[config.mk]
export PLATFORM = sky130hd
export DESIGN_NAME = mem_port_arbiter
export DESIGN_NICKNAME = d
export VERILOG_FILES = /design/src/rtl/mem_port_arbiter.sv
export SDC_FILE = /design/constraint.sdc
export NUM_CORES = 1
export LEC_CHECK = 0
export CAP_MARGIN = 40
export CORE_AREA = 5 5 339 341
export DETAILED_ROUTE_END_ITERATION = 6
export DIE_AREA = 0 0 344 346
export GPL_TIMING_DRIVEN = 1
export HOLD_SLACK_MARGIN = 0.1
export PLACE_DENSITY = 0.3
export SYNTH_ARGS = -nofsm -noshare
export SYNTH_HDL_FRONTEND = slang
export SYNTH_SLANG_ARGS = --single-unit
export TNS_END_PERCENT = 100
[constraint.sdc]
create_clock -name clk -period 2.4 [get_ports clk]
set_input_delay 0.6 -clock clk [delete_from_list [all_inputs] [get_ports clk]]
set_output_delay 0.6 -clock clk [all_outputs]
set_load 0.02 [all_outputs]
[src/rtl/mem_port_arbiter.sv]
`default_nettype none
// ============================================================================
// Module   : mem_port_arbiter
// Purpose  : Round-robin arbiter that shares one main-memory port between
//            2**CTRL requesters (e.g. icache / dcache refill and writeback).
//            At most one transaction is outstanding. The granted requester
//            index is latched so the memory response is steered back only to
//            the requester that issued it; every other requester sees zero.
// Revision : 1.0 - initial release
// ============================================================================
module mem_port_arbiter #(
  parameter int CTRL       = 1,
  parameter int ADDR_WIDTH = 32,
  parameter int DATA_WIDTH = 128
) (
  input  logic                  clk,
  input  logic                  reset_n,

  // Requester side
  input  logic [2**CTRL-1:0]    req_valid,
  input  logic [2**CTRL-1:0]    req_write,
  input  logic [ADDR_WIDTH-1:0] req_addr   [2**CTRL],
  input  logic [DATA_WIDTH-1:0] req_wdata  [2**CTRL],
  output logic [2**CTRL-1:0]    req_ready,
  output logic [2**CTRL-1:0]    resp_valid,
  output logic [DATA_WIDTH-1:0] resp_rdata [2**CTRL],

  // Memory side
  output logic                  mem_req_valid,
  input  logic                  mem_req_ready,
  output logic                  mem_req_write,
  output logic [ADDR_WIDTH-1:0] mem_req_addr,
  output logic [DATA_WIDTH-1:0] mem_req_wdata,
  input  logic                  mem_resp_valid,
  input  logic [DATA_WIDTH-1:0] mem_resp_rdata
);

  localparam int NUM_REQ = 2**CTRL;

  // Last requester index; loaded into r_last_idx on reset so that the
  // wrap-around search starts at requester 0.
  localparam logic [CTRL-1:0] c_last_rst = CTRL'(NUM_REQ - 1);

  // IDLE  : waiting for any requester, grant happens combinationally here
  // ISSUE : presenting the latched request to memory until it is accepted
  // WAIT  : request accepted, waiting for the single completion pulse
  typedef enum logic [1:0] {
    S_IDLE  = 2'd0,
    S_ISSUE = 2'd1,
    S_WAIT  = 2'd2
  } state_t;

  state_t                r_state;
  state_t                w_state_nxt;

  logic [CTRL-1:0]       r_grant_idx;
  logic [CTRL-1:0]       r_last_idx;
  logic                  r_write;
  logic [ADDR_WIDTH-1:0] r_addr;
  logic [DATA_WIDTH-1:0] r_wdata;

  logic                  w_any;
  logic [CTRL-1:0]       w_sel;
  logic                  w_grant;
  logic                  w_resp_hit;

  // Wrap-around priority search starting just after the last served index.
  // The loop runs from the farthest candidate down to the nearest one so the
  // nearest asserted requester is the final (winning) assignment.
  always_comb begin
    logic [CTRL-1:0] cand;
    w_any = 1'b0;
    w_sel = r_last_idx;
    cand  = r_last_idx;
    for (int k = NUM_REQ; k >= 1; k--) begin
      cand = r_last_idx + CTRL'(k);
      if (req_valid[cand]) begin
        w_any = 1'b1;
        w_sel = cand;
      end
    end
  end

  // Next-state logic plus the grant and response strobes. Both strobes are
  // qualified with reset_n so nothing leaks out while reset is held.
  always_comb begin
    w_state_nxt = r_state;
    w_grant     = 1'b0;
    w_resp_hit  = 1'b0;
    case (r_state)
      S_IDLE: begin
        if (w_any) begin
          w_grant     = reset_n;
          w_state_nxt = S_ISSUE;
        end
      end
      S_ISSUE: begin
        if (mem_req_ready) begin
          w_state_nxt = S_WAIT;
        end
      end
      S_WAIT: begin
        if (mem_resp_valid) begin
          w_resp_hit  = reset_n;
          w_state_nxt = S_IDLE;
        end
      end
      default: begin
        w_state_nxt = S_IDLE;
      end
    endcase
  end

  // State register and transaction latches; reset abandons any transaction.
  always_ff @(posedge clk) begin
    if (!reset_n) begin
      r_state     <= S_IDLE;
      r_grant_idx <= '0;
      r_last_idx  <= c_last_rst;
      r_write     <= 1'b0;
      r_addr      <= '0;
      r_wdata     <= '0;
    end else begin
      r_state <= w_state_nxt;
      if (w_grant) begin
        r_grant_idx <= w_sel;
        r_write     <= req_write[w_sel];
        r_addr      <= req_addr[w_sel];
        r_wdata     <= req_wdata[w_sel];
      end
      if (w_resp_hit) begin
        r_last_idx <= r_grant_idx;
      end
    end
  end

  // Memory request is driven straight from the latches so it stays stable
  // for as long as memory applies back-pressure.
  assign mem_req_valid = reset_n && (r_state == S_ISSUE);
  assign mem_req_write = r_write;
  assign mem_req_addr  = r_addr;
  assign mem_req_wdata = r_wdata;

  // Per-requester decode of the grant pulse and the steered response.
  generate
    for (genvar i = 0; i < NUM_REQ; i++) begin : g_port
      assign req_ready[i]  = w_grant && (w_sel == CTRL'(i));
      assign resp_valid[i] = w_resp_hit && (r_grant_idx == CTRL'(i));
      assign resp_rdata[i] = resp_valid[i] ? mem_resp_rdata : '0;
    end
  endgenerate

endmodule
`default_nettype wire
==> results.sh <==
export IMPL_htree_levels=4
export IMPL_yosysWarnings=0
export IMPL_finalWeightedCongestion=0.891
export IMPL_synth_top_area_cell="dfxtp_1"
export IMPL_drtPass1Iterations=6
export IMPL_grt_max_degree=103
export IMPL_hp_class="input port to register"
export IMPL_clockBufferDepth=2
export IMPL_period_share=1.14
export IMPL_r2r_setup_slack_ns=0.53
export IMPL_min_path_cells=4
export IMPL_ios=878
export IMPL_grt_usage=0.161
export IMPL_initial_core_util=0.0866
export IMPL_multiInputGateArea_um2=6250
export IMPL_arrival_ns=2.14
export IMPL_fill_cells=12253
export IMPL_dp_cells=3591
export IMPL_hold_start="mem_resp_valid"
export IMPL_seq_area_um2=3310
export IMPL_wl_per_cell_um=27.6
export IMPL_syn_to_final_growth_pct=151
export IMPL_final_instance_count_excl_fill=3711
export IMPL_vdd_drop_max_v=0.000498
export IMPL_fp_dieH_um=346
export IMPL_powerDensity_nw_per_um2=426
export IMPL_cp_start_kind="register"
export IMPL_pre_cts_ws_ns=-1.43
export IMPL_antenna_found_initial=38
export IMPL_cap_violations=0
export IMPL_die_w_um=344
export IMPL_die_area_um2=119000
export IMPL_synthFlopType="dfxtp_1"
export IMPL_synth_edf_count=0
export IMPL_drive_gt1_frac=0.341
export IMPL_crit_fanout=6
export IMPL_syn_area_um2=9660
export IMPL_fin_ws_ns=-0.343
export IMPL_end_kind="output port"
export IMPL_synth_seq_cells=165
export IMPL_whs_endpoint="r_state[1]"
export IMPL_numPortBuffers=877
export IMPL_fmax_mhz=365
export IMPL_via_count=14576
export IMPL_power_uw=10300
export IMPL_violations="setup timing"
export IMPL_cts_tree="yes"
export IMPL_yosysMostFrequentCell="and2_1"
export IMPL_place_hpwl_um=78100
export IMPL_async_flop_share=0
export IMPL_synthesis_nets=1717
export IMPL_overflow=0
export IMPL_path_class="register to output port"
export IMPL_ys_top_cells_by_area="dfxtp_1 (34%), and2_1 (17%), a311oi_1 (15%), a21oi_1 (8.4%), nand3_1 (8.3%)"
export IMPL_routed_wl_um=102000
export IMPL_finalSetupViolCount=258
export IMPL_fin_util=0.217
export IMPL_hold_ws_ns=0.516
export IMPL_clk_latency_ns=0.49
export IMPL_detail_route_iter0_violations=683
export IMPL_maxSlewViolCount=0
export IMPL_synthDistinctLibCells=31
export IMPL_p_leak_uw=0.00914
export IMPL_fin_skew_ns=0.0136
export IMPL_synth_top_area_share=0.342
export IMPL_required_ns=1.80
export IMPL_numCtsBuffers=17
export IMPL_grt_first_pass_wirelength_um=134000
export IMPL_synth_common_cells="and2_1 (259), dfxtp_1 (165), a21oi_1 (162)"
export IMPL_row_count=123
export IMPL_final_nets=2642
export IMPL_drcViolationCount=0
export IMPL_outcome="finished with violations"
export IMPL_via_per_inst=3.93
export IMPL_r2r_end="mem_req_wdata[72]"
export IMPL_postRouteAntennaNets=0
export IMPL_clk_root_buffer_cell="clkbuf_16"
export IMPL_post_route_min_period_ns=2.74
export IMPL_worstReg2RegStart="r_state[1]"
export IMPL_first_global_vias=15044
export IMPL_rsz0062_at_grt="true"
export IMPL_finalHoldViolations=0
export IMPL_core_area_um2=112000
export IMPL_syn_avg_cell_area_um2=7.66
export IMPL_syn_inst=1261
export IMPL_clkSinkCount=165
export IMPL_reg2reg_depth=6
export IMPL_ys_seq_area_frac=0.342
export IMPL_worstMarginPinSlew_ns=0.785
export IMPL_relSlewSlack=0.477
export IMPL_path_clk_slew_ns=0.08
## worst max path at each step
stage	depth (start not counted)	start	slack, ns	to
CTS	8	r_state[0]	-0.48	resp_rdata[189]
global placement	7	mem_resp_valid	-1.41	resp_rdata[12]
floorplan	6	req_valid[1]	0.10	req_ready[1]
finish	8	r_state[0]	-0.34	resp_rdata[189]
detailed placement	7	mem_resp_valid	-1.43	resp_rdata[12]
global route	8	r_state[0]	-0.49	resp_rdata[189]
## layer usage
layer  vias up  track usage  share of wire
li1       6527            -              -
met4        38       0.0547          0.040
met1      7180        0.160           0.34
met2       683        0.299           0.52
met3       148       0.0674          0.098
met5         -            0         0.0024
## cell usage in the layout (no fill, tap or decap), types with 16 or more instances in the layout
cell               n
a21oi_1          162
a311oi_1         161
and2_1            16
and2_4           243
buf_12            91
buf_16            17
buf_4             97
buf_6            235
clkbuf_16         23
clkdlybuf4s50_1  612
dfxtp_1          162
nand3_1          161
o21ai_0          105
o21ai_1           56
## worst max-delay path, stage by stage (launching register included)
cell and delay (ns):
dfxtp_2 0.34, nor2b_4 0.19, and4b_4 0.27, buf_12 0.13, buf_12 0.13, buf_12 0.13, buf_16 0.15, and2_4 0.15
buf_8 0.13
## final cells by class
class                   instances  share of cell area
repair buffers               1076               0.503
multi-input cells             924               0.258
flip-flops and latches        165               0.137
well taps                    1500              0.0775
clock buffers                  17              0.0176
clock inverters                14             0.00486
diodes                         13             0.00134
inverters                       2            0.000517
## power by group
part	total, uW	switching [uW]	internal, uW	leakage (uW)
Clock	2850	1500	1350	0.000271
Sequential	3350	233	3120	0.00137
Combinational	4100	2110	1990	0.00750
Total	10300	3840	6460	0.00914
## per-stage QoR
stage | instance area (um2) | setup TNS (ns)
6_report | 24200 | -55.55
5_1_grt | 24200 | -92.22
4_1_cts | 23200 | -87.60
3_5_place_dp | 21200 | -313.23
3_3_place_gp | 21200 | -313.51
2_1_floorplan | 9660 | 0
## logic make-up (layout without fill, tap and decap cells)
logic type	count (synthesis)	in the layout	synth area share
other cells	0	13	0
buf+inv	172	1109	0.0794
compound gates	489	489	0.318
flops	165	165	0.342
simple gates	435	435	0.261
## state kept, by name, summed over array words and instances, names as in the netlist
name / flops
mem_req_wdata: 128
mem_req_addr: 32
r_state: 2
mem_req_write: 1
r_grant_idx: 1
r_last_idx: 1
## repair_timing
action,4_1_cts,5_1_grt
hold buffers,0,0
endpoints found under the setup margin,260,260
cloned,18,8
setup buffers,37,21
pin swaps,28,31
resized for setup,1178,283
No activity file was read; power rests on OpenSTA's default activity.
